### src/rtl/ball_physics.sv
// Pong ball motion engine: serve delay, wall and paddle bounces, hit-offset
// steering, periodic horizontal speed-up and score pulses on misses.
module ball_physics #(
    parameter int HOR_PIXELS       = 1024,
    parameter int VER_PIXELS       = 768,
    parameter int BALL_SIZE        = 15,
    parameter int X_PAD_L          = 30,
    parameter int X_PAD_R          = 979,
    parameter int PAD_WIDTH        = 15,
    parameter int PAD_HEIGHT       = 145,
    parameter int V_INIT           = 2,
    parameter int V_MAX            = 7,
    parameter int HITS_PER_SPEEDUP = 4,
    parameter int SERVE_TICKS      = 60
) (
    input  logic        clk,
    input  logic        rst,
    input  logic        timing_tick,
    input  logic        game_active,
    input  logic [9:0]  y_pad_left,
    input  logic [9:0]  y_pad_right,
    output logic [10:0] x_ball,
    output logic [9:0]  y_ball,
    output logic        hit,
    output logic        point_left,
    output logic        point_right
);
    localparam logic [10:0] X_CTR    = 11'((HOR_PIXELS - BALL_SIZE) / 2);
    localparam logic [9:0]  Y_CTR    = 10'((VER_PIXELS - BALL_SIZE) / 2);
    localparam logic [11:0] X_LIM    = 12'(HOR_PIXELS - BALL_SIZE);
    localparam logic [11:0] Y_LIM    = 12'(VER_PIXELS - BALL_SIZE);
    localparam logic [9:0]  Y_LIM_10 = 10'(VER_PIXELS - BALL_SIZE);
    localparam logic [11:0] BS       = 12'(BALL_SIZE);
    localparam logic [11:0] PH       = 12'(PAD_HEIGHT);
    localparam logic [11:0] PAD_R    = 12'(X_PAD_R);
    localparam logic [11:0] FACE_L   = 12'(X_PAD_L + PAD_WIDTH);
    localparam logic [10:0] X_HIT_R  = 11'(X_PAD_R - BALL_SIZE);
    localparam logic [10:0] X_HIT_L  = 11'(X_PAD_L + PAD_WIDTH);
    localparam logic [11:0] BS_HALF  = 12'(BALL_SIZE / 2);
    localparam logic [11:0] PH_HALF  = 12'(PAD_HEIGHT / 2);
    localparam logic [11:0] ZONE_1   = 12'(PAD_HEIGHT / 6);
    localparam logic [11:0] ZONE_2   = 12'(PAD_HEIGHT / 3);
    localparam logic [2:0]  VX_INIT  = 3'(V_INIT);
    localparam logic [2:0]  VX_MAX   = 3'(V_MAX);
    localparam logic [7:0]  HIT_WRAP = 8'(HITS_PER_SPEEDUP);
    localparam logic [15:0] SRV_LAST = 16'(SERVE_TICKS - 1);

    typedef enum logic [1:0] {IDLE, SERVE, MOVE, SCORED} state_t;

    state_t      state_q, state_d;
    logic [10:0] x_q, x_d;
    logic [9:0]  y_q, y_d;
    logic        dir_r_q, dir_r_d, dir_d_q, dir_d_d;
    logic [2:0]  vx_q, vx_d;
    logic [1:0]  vy_q, vy_d;
    logic [7:0]  hit_cnt_q, hit_cnt_d;
    logic [15:0] srv_cnt_q, srv_cnt_d;
    logic        hit_q, hit_d, point_left_q, point_left_d, point_right_q, point_right_d;

    logic [11:0] x_s, y_s, vx_s, vy_s, pl_s, pr_s, d_s, d_abs_s;
    logic        ov_l_s, ov_r_s, hit_r_s, hit_l_s, miss_r_s, miss_l_s, dir_d_mv_s;
    logic [9:0]  y_mv_s;
    logic [1:0]  vy_hit_s;
    logic [7:0]  hit_cnt_inc_s;
    logic [2:0]  vx_up_s;

    // Collision, offset and wall-bounce datapath, all in 12-bit unsigned
    always_comb begin
        x_s  = {1'b0, x_q};
        y_s  = {2'b00, y_q};
        vx_s = {9'd0, vx_q};
        vy_s = {10'd0, vy_q};
        pl_s = {2'b00, y_pad_left};
        pr_s = {2'b00, y_pad_right};
        ov_l_s   = ((y_s + BS) >= pl_s) && (y_s <= (pl_s + PH));
        ov_r_s   = ((y_s + BS) >= pr_s) && (y_s <= (pr_s + PH));
        hit_r_s  = dir_r_q && ((x_s + BS) <= PAD_R) && ((x_s + BS + vx_s) >= PAD_R) && ov_r_s;
        miss_r_s = dir_r_q && !hit_r_s && ((x_s + vx_s) >= X_LIM);
        hit_l_s  = !dir_r_q && (x_s >= FACE_L) && (x_s <= (FACE_L + vx_s)) && ov_l_s;
        miss_l_s = !dir_r_q && !hit_l_s && (x_s < vx_s);
        // Two's-complement offset of ball centre from paddle centre
        d_s     = (y_s + BS_HALF) - ((dir_r_q ? pr_s : pl_s) + PH_HALF);
        d_abs_s = d_s[11] ? (12'd0 - d_s) : d_s;
        if (d_abs_s < ZONE_1) begin
            vy_hit_s = 2'd1;
        end else if (d_abs_s < ZONE_2) begin
            vy_hit_s = 2'd2;
        end else begin
            vy_hit_s = 2'd3;
        end
        hit_cnt_inc_s = hit_cnt_q + 8'd1;
        vx_up_s       = (vx_q < VX_MAX) ? (vx_q + 3'd1) : VX_MAX;
        if (dir_d_q) begin
            if ((y_s + vy_s) >= Y_LIM) begin
                y_mv_s     = Y_LIM_10;
                dir_d_mv_s = 1'b0;
            end else begin
                y_mv_s     = 10'(y_s + vy_s);
                dir_d_mv_s = 1'b1;
            end
        end else begin
            if (y_s < vy_s) begin
                y_mv_s     = 10'd0;
                dir_d_mv_s = 1'b1;
            end else begin
                y_mv_s     = 10'(y_s - vy_s);
                dir_d_mv_s = 1'b0;
            end
        end
    end

    // Next-state and next-register logic; stopping the game overrides everything
    always_comb begin
        state_d       = state_q;
        x_d           = x_q;
        y_d           = y_q;
        dir_r_d       = dir_r_q;
        dir_d_d       = dir_d_q;
        vx_d          = vx_q;
        vy_d          = vy_q;
        hit_cnt_d     = hit_cnt_q;
        srv_cnt_d     = srv_cnt_q;
        hit_d         = 1'b0;
        point_left_d  = 1'b0;
        point_right_d = 1'b0;
        if (!game_active) begin
            state_d   = IDLE;
            x_d       = X_CTR;
            y_d       = Y_CTR;
            dir_r_d   = 1'b0;
            dir_d_d   = 1'b0;
            vx_d      = VX_INIT;
            vy_d      = 2'd1;
            hit_cnt_d = 8'd0;
            srv_cnt_d = 16'd0;
        end else begin
            case (state_q)
                IDLE: begin
                    state_d   = SERVE;
                    srv_cnt_d = 16'd0;
                end
                SERVE: begin
                    if (timing_tick && (srv_cnt_q == SRV_LAST)) begin
                        srv_cnt_d = 16'd0;
                        state_d   = MOVE;
                    end else if (timing_tick) begin
                        srv_cnt_d = srv_cnt_q + 16'd1;
                    end else begin
                        srv_cnt_d = srv_cnt_q;
                    end
                end
                MOVE: begin
                    if (timing_tick) begin
                        y_d     = y_mv_s;
                        dir_d_d = dir_d_mv_s;
                        if (hit_r_s || hit_l_s) begin
                            x_d     = hit_r_s ? X_HIT_R : X_HIT_L;
                            dir_r_d = hit_l_s;
                            hit_d   = 1'b1;
                            vy_d    = vy_hit_s;
                            dir_d_d = !d_s[11];
                            if (hit_cnt_inc_s == HIT_WRAP) begin
                                hit_cnt_d = 8'd0;
                                vx_d      = vx_up_s;
                            end else begin
                                hit_cnt_d = hit_cnt_inc_s;
                            end
                        end else if (miss_r_s || miss_l_s) begin
                            // Re-centre now so the ball is home while the pulse shows
                            point_left_d  = miss_r_s;
                            point_right_d = miss_l_s;
                            x_d       = X_CTR;
                            y_d       = Y_CTR;
                            vx_d      = VX_INIT;
                            vy_d      = 2'd1;
                            hit_cnt_d = 8'd0;
                            dir_r_d   = miss_r_s;
                            state_d   = SCORED;
                        end else if (dir_r_q) begin
                            x_d = 11'(x_s + vx_s);
                        end else begin
                            x_d = 11'(x_s - vx_s);
                        end
                    end else begin
                        state_d = MOVE;
                    end
                end
                SCORED: begin
                    x_d       = X_CTR;
                    y_d       = Y_CTR;
                    vx_d      = VX_INIT;
                    vy_d      = 2'd1;
                    hit_cnt_d = 8'd0;
                    srv_cnt_d = 16'd0;
                    dir_r_d   = point_left_q;
                    state_d   = SERVE;
                end
                default: begin
                    state_d = IDLE;
                end
            endcase
        end
    end

    // State and output registers
    always_ff @(posedge clk) begin
        if (rst) begin
            state_q       <= IDLE;
            x_q           <= X_CTR;
            y_q           <= Y_CTR;
            dir_r_q       <= 1'b0;
            dir_d_q       <= 1'b0;
            vx_q          <= VX_INIT;
            vy_q          <= 2'd1;
            hit_cnt_q     <= 8'd0;
            srv_cnt_q     <= 16'd0;
            hit_q         <= 1'b0;
            point_left_q  <= 1'b0;
            point_right_q <= 1'b0;
        end else begin
            state_q       <= state_d;
            x_q           <= x_d;
            y_q           <= y_d;
            dir_r_q       <= dir_r_d;
            dir_d_q       <= dir_d_d;
            vx_q          <= vx_d;
            vy_q          <= vy_d;
            hit_cnt_q     <= hit_cnt_d;
            srv_cnt_q     <= srv_cnt_d;
            hit_q         <= hit_d;
            point_left_q  <= point_left_d;
            point_right_q <= point_right_d;
        end
    end

    assign x_ball      = x_q;
    assign y_ball      = y_q;
    assign hit         = hit_q;
    assign point_left  = point_left_q;
    assign point_right = point_right_q;
endmodule

### config.mk
export PLATFORM = sky130hd
export DESIGN_NAME = ball_physics
export DESIGN_NICKNAME = d
export VERILOG_FILES = /design/src/rtl/ball_physics.sv
export SDC_FILE = /design/constraint.sdc
export NUM_CORES = 1
export LEC_CHECK = 0
export ABC_AREA = 1
export BUFFER_PORTS_ARGS = -buffer_cell sky130_fd_sc_hd__buf_2
export CAP_MARGIN = 20
export CELL_PAD_IN_SITES_DETAIL_PLACEMENT = 1
export CELL_PAD_IN_SITES_GLOBAL_PLACEMENT = 1
export CORE_UTILIZATION = 44
export CTS_CLUSTER_DIAMETER = 200
export DETAILED_ROUTE_END_ITERATION = 8
export PLACE_DENSITY_LB_ADDON = 0.05
export SLEW_MARGIN = 20
export SYNTH_ARGS = -nofsm -noshare
export SYNTH_HDL_FRONTEND = slang
export SYNTH_SLANG_ARGS = --single-unit
### constraint.sdc
create_clock -name clk -period 3.8 [get_ports clk]
set_input_delay 0.19 -clock clk [delete_from_list [all_inputs] [get_ports clk]]
set_output_delay 0.19 -clock clk [all_outputs]
set_load 0.03 [all_outputs]
==> results.toml <==
[status]
status = "completed"

[layout]
n_antenna_cell = 0
fin_util = 0.506
final_cells = 1452
mostFrequentLayoutCells = "nand2_1 (298), inv_1 (159), nand3_1 (114)"
syn2layout_area_growth_pct = 12.2
final_common_cell = "nand2_1"
drive_gt1_frac = 0.0922
fin_nets = 1351

[worst_setup_path]
cp_top_family = "simple AND/OR/NAND/NOR gates"
critPathRequiredTime_ns = 4.00
cp.arrival_ns = 3.61
cp-start-kind = "flip-flop"
crit_type = "flip-flop to flip-flop"
cpMaxStageDelayCell = "dfxtp_1"
crit_path_max_fanout = 13
path_cells = "inv_1 > ha_1 > nor2_1 > nand2_1 > nand2_1 > nand2_1 > inv_1 > nand2_1 > nand2_1 > a21oi_1 > nand3_1 > nand2_1 > nand2_1 > nand2_1 > inv_2 > nand4_4 > nand2_4 > inv_1 > nand2_1 > nand3_1"
crit_path_frequent_cell = "nand2_1"
slowest_delay_ns = 0.56
crit_path_end_kind = "flip-flop"
r2r_setup_slack_ns = 0.40
critPathBufInv = 4

[clocking]
clk_latency_ns = 0.33
cts_tree = "yes"
cts_root_buf = "clkbuf_16"
cts.htree.levels = 3
path_clk_slew_ns = 0.06
cts_made_buffers = 9
cts.sinks = 57
cts_max_path_buffers = 2
holdBufCountCts = 0

[routing]
drt-initial-drc-count = 341
wirelength_mm = 23.8
wl_per_cell_um = 16.4
drc = 0
antenna_left = 0
drt_pass1_iterations = 7
vias_per_cell = 5.44
vias = 7892

[floorplanning]
dieArea_mm2 = 0.0169
die_h_um = 130
die_w_um = 130
core_area_mm2 = 0.0159
num_rows = 46
start_util = 0.451
ios = 48

[power]
sw_frac_of_total = 0.341
intPower_mw = 1.32
peakVddDrop_mv = 0.230
clockPowerShare = 0.425
power_switching_mw = 0.682
p_seq_frac = 0.310
p_comb_frac = 0.265
p_leak_nw = 4.11
power.density_mw_per_mm2 = 248

[place]
place.port_buffers = 47
post-place-cells = 1436
dpl.hpwl_mm = 19.3
gp_congestion = 0.951

[yosys]
ys_ff_latch = 57
syn_area_per_cell_um2 = 6.13
async_flop_share = 0
synth_cell_types = 54
synth_edf_count = 0
syn_nets = 1294
netlist_area_mm2 = 0.00720
netlist_instances = 1174
ys_seq_area_frac = 0.159
synthFlopType = "dfxtp_1"
yosysWarnings = 0

[timing]
fmax_mhz = 294
relSlewSlack = 0.342
holdWs_ns = 0.306
slew_viol_final = 0
finalCritPeriodShare = 0.896
rsz0062_at_grt = "no"
min_period_ns = 3.40
hold_viol = 0
finalClockSkew_ns = 0.00698
setup_tns_ns = 0
setup_violations = 0
tightest_slew_ns = 0.986

[global_routing]
grt-ovfl-total = 0
grt_antenna_before_repair = 0
grt_pass1_wl_mm = 38.7
gr-usage-all-layers = 0.291
grt_max_degree = 30
grt_pass1_vias = 7876

[worst_hold_path]
hold_class = "input port to flip-flop"

[job]
max-cap-violations = 0
synthesized netlist by cell type (3+ instances only):
library cell,n,area share
nand4_1,22,0.019
and3_1,4,0.0035
nand2_1,299,0.16
a211oi_1,5,0.0052
o22ai_1,4,0.0035
o31ai_1,4,0.0042
inv_1,159,0.083
dfxtp_1,57,0.16
nor3_1,26,0.018
clkbuf_1,14,0.0073
a22oi_1,4,0.0042
xor2_1,43,0.052
fa_1,6,0.017
a21o_1,4,0.0042
xnor2_1,5,0.0061
nand2_2,5,0.0043
ha_1,90,0.16
buf_2,5,0.0035
nand3b_1,5,0.0052
nand3_1,114,0.079
o211ai_1,7,0.0073
nor4_1,6,0.0052
inv_2,5,0.0026
o21ai_0,56,0.039
or2_2,3,0.0026
a31oi_1,6,0.0052
a21oi_1,68,0.047
nor2_1,111,0.058
nor2_2,5,0.0043
cell type report:
| type | instances | area, µm² |
|---|---|---|
| fillers | 2261 | 7870 |
| inverters | 166 | 623 |
| flip-flops and latches | 57 | 1140 |
| repair buffers | 69 | 400 |
| well taps | 216 | 270 |
| clock inverters | 6 | 72.6 |
| clock buffers | 10 | 239 |
| multi-input cells | 928 | 5330 |
power groups by stage:
stage	Sequential (mW)	Clock (mW)	Combinational [mW]
after floorplan	0.636	0	0.368
after detailed placement	0.633	0	0.527
after CTS	0.620	0.865	0.532
final	0.620	0.851	0.531
after global routing	0.621	0.893	0.603
after global placement	0.633	0	0.514
metal layers:
layer	GRT usage	routed length, µm
met5	0	0
met4	0.0869	497
met3	0.0344	804
met2	0.522	11500
met1	0.363	10900
final timing paths:
path | start | to | cells past startpoint
max | vx_q[1] | vy_q[0] | 20
min reg2reg | srv_cnt_q[4] | srv_cnt_q[4] | 2
max reg2reg | vx_q[1] | vy_q[0] | 20
min | rst | x_ball[3] | 4
cell families after synthesis:
group           after synthesis  share of synthesized area
compound gates              174                      0.138
simple gates                610                      0.370
fa+ha+maj                    96                      0.173
xor+xnor                     48                     0.0584
buf+inv                     189                      0.102
flops                        57                      0.159
stage by stage:
| stage | setup slack (ns) | area (µm²) | power, mW |
|---|---|---|---|
| finish | 0.395 | 8070 | 2.00 |
| global placement | 0.292 | 7760 | 1.15 |
| detailed placement | 0.215 | 7760 | 1.16 |
| global route | 0.00753 | 8070 | 2.12 |
| floorplan | 0.488 | 7200 | 1.00 |
| CTS | 0.198 | 8070 | 2.02 |
state kept, by name, summed over array words and instances, names as in the netlist:
signal / cells
srv_cnt_q: 16
x_ball: 11
y_ball: 10
hit_cnt_q: 8
vx_q: 3
state_q: 2
vy_q: 2
dir_d_q: 1
dir_r_q: 1
hit: 1
point_left: 1
point_right: 1
repair_timing:
action,CTS,global route
endpoints found under the hold margin,0,0
setup buffers,0,0
resized for setup,0,4
endpoints found under the setup margin,0,18
worst register-to-register path, cell delays in order (launching register included):
cell     delay, ns
dfxtp_1       0.56
inv_1         0.24
ha_1          0.35
nor2_1        0.15
nand2_1       0.06
nand2_1       0.09
nand2_1       0.09
inv_1         0.08
nand2_1       0.05
nand2_1       0.11
a21oi_1       0.06
nand3_1       0.08
nand2_1       0.07
nand2_1       0.12
nand2_1       0.20
inv_2         0.25
nand4_4       0.21
nand2_4       0.20
inv_1         0.13
nand2_1       0.09
nand3_1       0.07
Note: power is estimated with default switching activity, not from simulation.
